`src/rtl/uart_rx_fifo.sv`:
```
// Receive-side event buffer for a UART receiver: queues characters, breaks and
// errors with per-entry status flags in a first-word-fall-through FIFO.
module uart_rx_fifo #(
    parameter int DataBits = 8,
    parameter int Depth    = 16,
    localparam int L       = $clog2(Depth + 1)
) (
    input  logic                clk,
    input  logic                rst_n,
    input  logic [DataBits-1:0] rx_data,
    input  logic                rx_valid,
    input  logic                rx_break,
    input  logic                rx_error,
    output logic [DataBits-1:0] out_data,
    output logic [1:0]          out_flags,
    output logic                out_valid,
    input  logic                out_ready,
    output logic [L-1:0]        level,
    output logic                overrun,
    input  logic                overrun_clear
);

    localparam int PW = (Depth > 1) ? $clog2(Depth) : 1;
    localparam int EW = DataBits + 2;

    if (DataBits < 5 || DataBits > 9) begin : g_bad_data_bits
        $error("uart_rx_fifo: DataBits must be in [5,9]");
    end
    if (Depth < 2 || (Depth & (Depth - 1)) != 0) begin : g_bad_depth
        $error("uart_rx_fifo: Depth must be a power of two >= 2");
    end

    logic [EW-1:0] mem [Depth];
    logic [PW-1:0] wr_ptr;
    logic [PW-1:0] rd_ptr;
    logic [L-1:0]  count;
    logic [EW-1:0] entry;
    logic [EW-1:0] head;
    logic          push;
    logic          pop;
    logic          full;
    logic          empty;
    logic          accept;

    assign push  = rx_valid | rx_break | rx_error;
    assign full  = (count == L'(Depth));
    assign empty = (count == '0);
    assign pop   = !empty && out_ready;
    // A full FIFO still takes a push when the head leaves on the same edge.
    assign accept = push && (!full || pop);

    always_comb begin
        entry = '0;
        if (rx_valid) begin
            entry = {2'b00, rx_data};
        end else if (rx_break) begin
            entry = {2'b10, {DataBits{1'b0}}};
        end else if (rx_error) begin
            entry = {2'b01, rx_data};
        end
    end

    always_ff @(posedge clk) begin
        if (accept) begin
            mem[wr_ptr] <= entry;
        end
    end

    always_ff @(posedge clk or negedge rst_n) begin
        if (!rst_n) begin
            wr_ptr  <= '0;
            rd_ptr  <= '0;
            count   <= '0;
            overrun <= 1'b0;
        end else begin
            if (accept) begin
                wr_ptr <= wr_ptr + PW'(1);
            end
            if (pop) begin
                rd_ptr <= rd_ptr + PW'(1);
            end
            case ({accept, pop})
                2'b10:   count <= count + L'(1);
                2'b01:   count <= count - L'(1);
                default: count <= count;
            endcase
            // A dropped push outranks a concurrent clear.
            if (push && !accept) begin
                overrun <= 1'b1;
            end else if (overrun_clear) begin
                overrun <= 1'b0;
            end
        end
    end

    assign head      = mem[rd_ptr];
    assign out_valid = !empty;
    assign out_data  = empty ? '0 : head[DataBits-1:0];
    assign out_flags = empty ? 2'b00 : head[EW-1:DataBits];
    assign level     = count;

endmodule

```
`config.mk`:
```
export PLATFORM = sky130hd
export DESIGN_NAME = uart_rx_fifo
export DESIGN_NICKNAME = d
export VERILOG_FILES = /design/src/rtl/uart_rx_fifo.sv
export SDC_FILE = /design/constraint.sdc
export NUM_CORES = 1
export LEC_CHECK = 0
export BUFFER_PORTS_ARGS = -buffer_cell sky130_fd_sc_hd__buf_2
export CORE_MARGIN = 2
export CORE_UTILIZATION = 57
export DETAILED_ROUTE_END_ITERATION = 10
export GPL_TIMING_DRIVEN = 0
export PLACE_DENSITY = 0.82
export RECOVER_POWER = 100
export SLEW_MARGIN = 5
export SYNTH_ARGS = -nofsm -noshare
export SYNTH_HDL_FRONTEND = slang
export SYNTH_SLANG_ARGS = --single-unit
```
`constraint.sdc`:
```
create_clock -name clk -period 3.26 [get_ports clk]
set_clock_uncertainty 0.05 [all_clocks]
set_input_delay 0.489 -clock clk [delete_from_list [all_inputs] [get_ports clk]]
set_output_delay 0.489 -clock clk [all_outputs]
set_load 0.1 [all_outputs]
```
---- Yosys cells after proc, flatten, opt, wreduce, memory -nomap -nowiden ----
Memory sizes are Yosys's and may differ from the RTL's.
Index checks and enable logic that the tools add are counted.
storage, ports and cells
  bits in registers ....................... 14
  bits in latches ......................... 0
  memory bits (writable) .................. 160
  ROM bits ................................ 0
  bits of input ports ..................... 15
  output and inout port bits .............. 17
  logic and storage cells ................. 34
  memories kept ........................... 1
memory list
  memory  words  bits a word  rd ports  clocked after memory_dff  wr ports  RTL line  RTL
  mem     16     10           1         0                         1         33        logic [EW-1:0] mem [Depth];
cells by class
  add/sub/neg operators ................... 4
  $mul .................................... 0
  div/mod/pow operators ................... 0
  order comparisons ....................... 0
  equal/unequal tests ..................... 3
  shift-type cells ........................ 0
  muxes and demuxes ....................... 10
  bitwise operators ....................... 2
  reduce and logical (&&, ||, !) cells .... 10
operators with widths
  operator                                           count
  2-to-1 mux 10 bit                                  2
  one-hot mux 5 bit (2 select lines)                 1
  2-to-1 mux 9 bit                                   1
  adder 4 x 1 -> 4 bit (second input constant)       2
  2-to-1 mux 8 bit                                   1
  adder 5 x 1 -> 5 bit (second input constant)       1
  == test 5 bit (second input constant)              1
  logical NOT 5 bit                                  1
  subtractor 5 x 1 -> 5 bit (second input constant)  1
  2-to-1 mux 1 bit                                   4
  nonzero test 2 bit                                 2
  logical AND 1 bit                                  3
  logical NOT 1 bit                                  3
  == test 2 x 1 -> 1 bit (second input constant)     1
  == test 2 bit (second input constant)              1
  2-to-1 mux 2 bit                                   1
  OR 1 bit                                           2
  logical OR 1 bit                                   1

---- Depth between registers and ports, before layout ----
Gate-level depths: netlist (run 1).
  depth after elaboration ................. 8
  depth in mapped cells ................... 8
  gate-level depth less buffers ........... 8

---- Least setup slack after synthesis (run 1) ----
OpenSTA, ideal clock, no wires.
  kind .................................... reg2out
  start point ............................. register count[0] (netlist: level[0])
  end point ............................... output out_flags[0]
  data arrival time ....................... 3.948 ns
  required time ........................... 2.721 ns
  setup slack ............................. -1.227 ns
  stages on the path, launching flop included .. 5
  path buffers ............................ 0
  cell sequence ........................... dfrtp_1 -> nor4_4 -> nand2b_1 -> nand2_1 -> o22ai_1
between the ends
  word-level cells in the longest chain between the ends .. 2
RTL lines
  element                   RTL line  RTL
  start: declaration        36        logic [L-1:0] count;
  start signal: assignment  83        2'b10: count <= count + L'(1);
  start signal: assignment  84        2'b01: count <= count - L'(1);
  start signal: assignment  85        default: count <= count;
  logical NOT 5 bit         47        assign empty = (count == '0);
  2-to-1 mux 2 bit          99        assign out_flags = empty ? 2'b00 : head[EW-1:DataBits];
  end: declaration          15        output logic [1:0] out_flags,
Every way passes these cells.

---- Worst setup path after layout (run 1) ----
  start point ............................. register rd_ptr[0]
  end point ............................... output out_data[2]
between the ends
  word-level cells in the longest chain between the ends .. 2
RTL lines
  element                    RTL line  RTL
  start: declaration         35        logic [PW-1:0] rd_ptr;
  start signal: assignment   80        rd_ptr <= rd_ptr + PW'(1);
  memory read (16 x 10 bit)  -
  2-to-1 mux 8 bit           98        assign out_data = empty ? '0 : head[DataBits-1:0];
  end: declaration           14        output logic [DataBits-1:0] out_data,
Every way passes these cells.

==> results.py, run 1 <==
metrics = {
    "logic_synthesis": {
        "synth_cell_type_count": 36,
        "ys_warn_count": 0,
        "synthCells": 351,
        "yosys.cell_count.top_type": "edfxtp_1",
        "ys_ff_latch": 174,
        "seq_area_frac_synth_pct": 73.2,
        "synthFlopType": "edfxtp_1",
        "async_flop_share_pct": 8.05,
        "synthTopCellsByCount": "160 x edfxtp_1, 40 x mux4_2, 21 x mux2i_1, 15 x nor2_1, 14 x dfrtp_1",
        "postSynthAreaPerCell_um2": 20.1,
        "syn_nets": 375,
        "yosysTopAreaCell": "edfxtp_1",
        "synth_top_cell_area_share_pct": 68.3,
        "synth_edf_count": 160,
        "synth_area_leaders": "edfxtp_1 68%, mux4_2 13%, dfrtp_1 5.0%, mux2i_1 3.0%, ha_1 1.4%",
        "synth_area_mm2": 0.00704,
    },
    "setup_path": {
        "crit_buf_inv": 3,
        "critPathTopFamily": "multiplexers",
        "slowest_delay_ns": 0.53,
        "crit_chain": "buf_2 > buf_4 > mux4_2 > mux2i_1 > o22ai_4 > buf_2",
        "crit_type": "reg2out",
        "cp.depth": 6,
        "cp-end-kind": "output pin",
        "required_ns": 2.72,
        "path_max_fanout": 10,
        "cp_data_arrival_time_ns": 2.59,
        "rr_worst_depth": 8,
        "slowest_stage": "mux4_2",
        "cp-start-kind": "register",
        "crit_top_cell": "buf_2",
    },
    "drt": {
        "ant_nets": 0,
        "dr.pass1.iters": 5,
        "routedWlPerCell_um": 24.8,
        "wl_um": 14000,
        "vias": 3552,
        "via_per_inst": 6.29,
        "drtIter0Drc": 409,
        "drc": 0,
    },
    "worst_hold_path": {
        "hold_path_class": "in2reg",
        "hold_path_depth": 3,
    },
    "placement": {
        "finalWeightedCongestion": 0.785,
        "port_buffers": 31,
        "dp_hpwl_um": 8610,
    },
    "sta": {
        "period_share_pct": 96.0,
        "min_period_ns": 3.13,
        "rsz0062_at_grt": "no",
        "setup-tns-final_ns": 0,
        "drv_slew": 0,
        "setup_violations": 0,
        "worstMarginPinSlew_ns": 1.20,
        "max_slew_margin_pct": 20.0,
        "fmax_mhz": 319,
        "final_hold_viol_count": 0,
    },
    "floorplan": {
        "core_region_area_mm2": 0.0120,
        "boundaryPins": 32,
        "rows": 40,
        "dieArea_mm2": 0.0133,
        "start_util_pct": 58.6,
        "die_h_um": 115,
        "chipWidth_um": 115,
    },
    "global_routing": {
        "grt_pass1_vias": 3639,
        "grt_pass1_wl_um": 21300,
        "grt_overflow": 0,
        "grt_use_total_pct": 23.2,
        "antenna_found_initial": 0,
        "grt_max_degree": 18,
    },
    "cts": {
        "root_buffer": "clkbuf_16",
        "clock_latency_ns": 0.43,
        "cts-buffers-inserted": 17,
        "clock-sinks": 174,
        "clkTransAtPathRegs_ns": 0.06,
        "clock_path_buffers": 2,
        "htree_levels": 4,
        "cts_tree": "yes",
    },
    "layout": {
        "final_util_pct": 67.5,
        "fin_nets": 430,
        "area_growth_pct": 15.3,
        "antenna_cells": 0,
        "nFillCells": 761,
        "drive_gt1_share_pct": 28.5,
    },
    "job": {
        "maxCapViolCount": 0,
    },
    "run_status": {
        "outcome": "finished, final reports clean",
    },
}
[state kept, by name, indices dropped and copies added, names as in the netlist]
register / cells
mem: 160
level: 5
rd_ptr: 4
wr_ptr: 4
overrun: 1
[layout make-up]
class | instances | area [um2] | area share, %
flip-flops and latches | 174 | 5160 | 63.6
multi-input cells | 158 | 1950 | 24.0
clock buffers | 20 | 437 | 5.38
well taps | 147 | 184 | 2.27
repair buffers | 36 | 170 | 2.10
clock inverters | 11 | 116 | 1.43
plain buffers | 16 | 88.8 | 1.10
inverters | 3 | 11.3 | 0.139
[through the flow]
step	instance area (um2)	cells	hold WS (ns)	setup slack [ns]
2_1_floorplan	7190	351	0.143	0.237
3_3_place_gp	7530	529	0.353	-0.268
3_5_place_dp	7580	533	0.361	0.153
4_1_cts	8160	565	0.312	0.0625
5_1_grt	8110	565	0.331	0.00564
6_report	8110	565	0.333	0.129
[worst min-delay path: cells and delay by family]
kind / cells / cell delay [ns]
buffers and inverters: 1 / 0.13
and+or+nand+nor: 1 / 0.08
xor gates and xnor gates: 1 / 0.06
[cell usage in the layout, fill, tap and decap left out, types with 10 or more instances in the layout]
master / netlist / layout
o22ai_4: 0 / 10
mux2i_1: 21 / 20
nor2b_1: 10 / 10
edfxtp_1: 160 / 160
mux4_2: 40 / 40
dfrtp_1: 14 / 11
buf_2: 5 / 23
nor2_1: 15 / 15
clkbuf_1: 8 / 18
clkbuf_16: 0 / 17
[metal layers]
metal	vias to the layer above	GRT usage (%)	wire [um]
li1	1538	-	-
met1	1843	30.5	5700
met2	133	37.1	7220
met3	38	5.85	647
met4	0	10.6	425
met5	-	0	0
[cells by family (layout without fill, tap and decap cells)]
| family | after synthesis | in the layout | synth area share (%) |
|---|---|---|---|
| AOI/OAI and AO/OA | 22 | 22 | 2.31 |
| adders and majority gates | 9 | 9 | 1.71 |
| xor gates and xnor gates | 9 | 9 | 1.12 |
| and+or+nand+nor | 52 | 52 | 3.93 |
| DFF | 174 | 174 | 73.2 |
| buffers and inverters | 19 | 86 | 1.10 |
| muxes | 66 | 66 | 16.6 |
[path summary, 6_finish.rpt]
kind | end | slack [ns] | from
setup / recovery | out_data[2] | 0.13 | rd_ptr[0]$_DFFE_PN0P_
hold / removal | rd_ptr[2]$_DFFE_PN0P_ | 0.33 | out_ready
setup reg to reg | level[4]$_DFFE_PN0P_ | 0.22 | level[0]$_DFFE_PN0P_
hold reg to reg | rd_ptr[2]$_DFFE_PN0P_ | 0.49 | rd_ptr[2]$_DFFE_PN0P_
max in group asynchronous | level[4]$_DFFE_PN0P_ | 1.97 | rst_n
min in group asynchronous | wr_ptr[2]$_DFFE_PN0P_ | 0.63 | rst_n
[repair_timing]
| action | CTS | global route |
|---|---|---|
| endpoints found under the setup margin | 10 | 7 |
| buffers inserted | 0 | 0 |
| pin swaps | 0 | 0 |
| hold endpoints to repair | 14 | 0 |
| gates resized for setup | 9 | 6 |
| hold buffers | 1 | 0 |
Power of run 1 is left out: the tool's default activity adds up to more than one toggle a clock period on the data nets, which glitch-free logic cannot reach.
==> run 2: changes to the inputs <==
--- a/constraint.sdc
+++ b/constraint.sdc
@@ -3,3 +3,3 @@
 set_input_delay 0.489 -clock clk [delete_from_list [all_inputs] [get_ports clk]]
 set_output_delay 0.489 -clock clk [all_outputs]
-set_load 0.1 [all_outputs]
+set_load 0.005 [all_outputs]
==> run 2 against run 1 <==
  * Register-to-register slack gained 0.05 ns
  * Utilization down 1.5 points
  * Maximum frequency grew 2.2%
  * Flip-flop and latch count unchanged
  * First-iteration DRC count increased by 4.9%
==> results.py, run 2 (synthesized netlist as in run 1, its figures left out) <==
metrics = {
    "run_status": {
        "outcome": "finished, final reports clean",
    },
    "layout": {
        "fin_nets": 430,
        "antenna_cells": 0,
        "nFillCells": 780,
        "final_area_mm2": 0.00794,
        "regMostFlops": "mem",
        "final_util_pct": 66.1,
        "drive_gt1_share_pct": 22.7,
        "mostFrequentLayoutCell": "edfxtp_1",
        "area_growth_pct": 12.7,
        "mostFrequentLayoutCells": "160 x edfxtp_1, 40 x mux4_2, 27 x clkbuf_1",
        "largest_reg_flops": 160,
    },
    "worst_hold_path": {
        "min_from": "overrun_clear",
        "hold_path_depth": 3,
        "min_to": "overrun$_DFFE_PN0P_",
        "hold_path_class": "in2reg",
    },
    "sta": {
        "setup_violations": 0,
        "hold_slack_ns": 0.358,
        "period_share_pct": 94.0,
        "worstMarginPinSlew_ns": 1.21,
        "fin_ws_ns": 0.195,
        "rsz0062_at_grt": "no",
        "final_hold_viol_count": 0,
        "min_period_ns": 3.06,
        "max_slew_margin_pct": 19.1,
        "setup-tns-final_ns": 0,
        "fmax_mhz": 326,
        "drv_slew": 0,
    },
    "cts": {
        "clock-sinks": 174,
        "root_buffer": "clkbuf_16",
        "cts_tree": "yes",
        "htree_levels": 4,
        "clock_path_buffers": 2,
        "clkTransAtPathRegs_ns": 0.06,
        "clock_latency_ns": 0.41,
        "cts-buffers-inserted": 17,
    },
    "global_routing": {
        "grt_overflow": 0,
        "grt_pass1_wl_um": 20300,
        "grt_use_total_pct": 22.1,
        "antenna_found_initial": 0,
        "grt_pass1_vias": 3662,
        "grt_max_degree": 18,
    },
    "setup_path": {
        "rr_worst_depth": 8,
        "cp-start-kind": "register",
        "cp_data_arrival_time_ns": 2.53,
        "required_ns": 2.72,
        "crit_start": "rd_ptr[1]$_DFFE_PN0P_",
        "crit_buf_inv": 3,
        "rrSetupSlack_ns": 0.27,
        "r2r_end": "level[4]$_DFFE_PN0P_",
        "path_max_fanout": 10,
        "slowest_delay_ns": 0.60,
        "slowest_stage": "clkbuf_1",
        "crit_type": "reg2out",
        "cp-end-kind": "output pin",
        "r2r_start": "level[3]$_DFFE_PN0P_",
        "critPathTopFamily": "buffers and inverters",
        "crit_chain": "clkbuf_1 > clkbuf_1 > mux4_2 > mux2i_1 > o22ai_1 > clkbuf_2",
        "crit_top_cell": "clkbuf_1",
    },
    "drt": {
        "drtIter0Drc": 429,
        "ant_nets": 0,
        "routedWlPerCell_um": 23.9,
        "wl_um": 13600,
        "via_per_inst": 6.24,
        "vias": 3530,
        "drc": 0,
        "dr.pass1.iters": 5,
    },
    "floorplan": {
        "chipWidth_um": 115,
        "rows": 40,
        "boundaryPins": 32,
        "die_h_um": 115,
        "core_region_area_mm2": 0.0120,
        "start_util_pct": 58.6,
        "dieArea_mm2": 0.0133,
    },
    "power_and_ir_drop": {
        "p_per_area_mw_per_mm2": 909,
        "p_int_mw": 5.00,
        "ir_drop_v": 0.000512,
        "power_frac_clock_pct": 25.6,
        "p_sw_mw": 2.21,
        "p_seq_share_pct": 42.5,
        "power_frac_comb_pct": 31.9,
        "power_switching_share_pct": 30.6,
        "leakagePower_nw": 2.71,
    },
    "placement": {
        "dp_hpwl_um": 8710,
        "finalWeightedCongestion": 0.795,
        "port_buffers": 31,
        "place_ws_ns": -0.0139,
        "placed_area_mm2": 0.00743,
    },
    "job": {
        "maxCapViolCount": 0,
    },
}
run 2: through the flow:
stage | instances | total power [mW]
after floorplan | 351 | 4.68
after global placement | 529 | 5.33
after detailed placement | 533 | 5.46
after CTS | 566 | 7.32
after global routing | 566 | 7.54
final | 566 | 7.21
run 2: routing by layer:
metal	global-route usage [%]	up-vias	wire length, um
li1	-	1538	-
met3	5.54	20	846
met2	36.5	137	6990
met4	8.43	0	277
met1	28.6	1835	5440
met5	0	-	0
run 2: how the worst max path moves through the flow:
stage,cells past startpoint,to
6_report,6,out_data[7]
5_1_grt,6,out_flags[1]
4_1_cts,6,out_data[6]
3_5_place_dp,4,mem[1][4]$_DFFE_PP_
3_3_place_gp,4,mem[6][4]$_DFFE_PP_
2_1_floorplan,8,level[4]$_DFFE_PN0P_
run 2: worst reg2reg max path, stage by stage, from the launching register on:
cell and delay, ns:
dfrtp_1 0.45, or4_1 0.61, o21ai_2 0.25, nor2_1 0.15, fa_1 0.41, a21o_1 0.19, a21oi_1 0.27, mux2_2 0.38
o211ai_1 0.15
run 2: area by class of cell:
cell class | instances | area, um2 | share of cell area, %
Buffer | 16 | 70.1 | 0.883
Clock buffer | 28 | 528 | 6.65
Clock inverter | 4 | 25.0 | 0.315
Inverter | 3 | 11.3 | 0.142
Multi-Input combinational cell | 158 | 1800 | 22.7
Sequential cell | 174 | 5150 | 65.0
Tap cell | 147 | 184 | 2.32
Timing Repair Buffer | 36 | 163 | 2.05
run 2: power by group through the flow:
| stage | combinational, mW | sequential, mW | clock, mW |
|---|---|---|---|
| final | 2.30 | 3.07 | 1.85 |
| after global routing | 2.47 | 3.09 | 1.97 |
| after CTS | 2.38 | 3.07 | 1.88 |
| after detailed placement | 2.35 | 3.11 | 0 |
| after global placement | 2.25 | 3.08 | 0 |
| after floorplan | 1.62 | 3.06 | 0 |
run 2: repair_timing:
item | in CTS | in global routing
cloned | 0 | 0
setup endpoints to repair | 1 | 2
hold buffers | 1 | 0
endpoints found under the hold margin | 14 | 0
pin swaps | 0 | 0
gates resized for setup | 1 | 4
buffers inserted | 0 | 0
No activity file was read; power rests on OpenSTA's default activity.
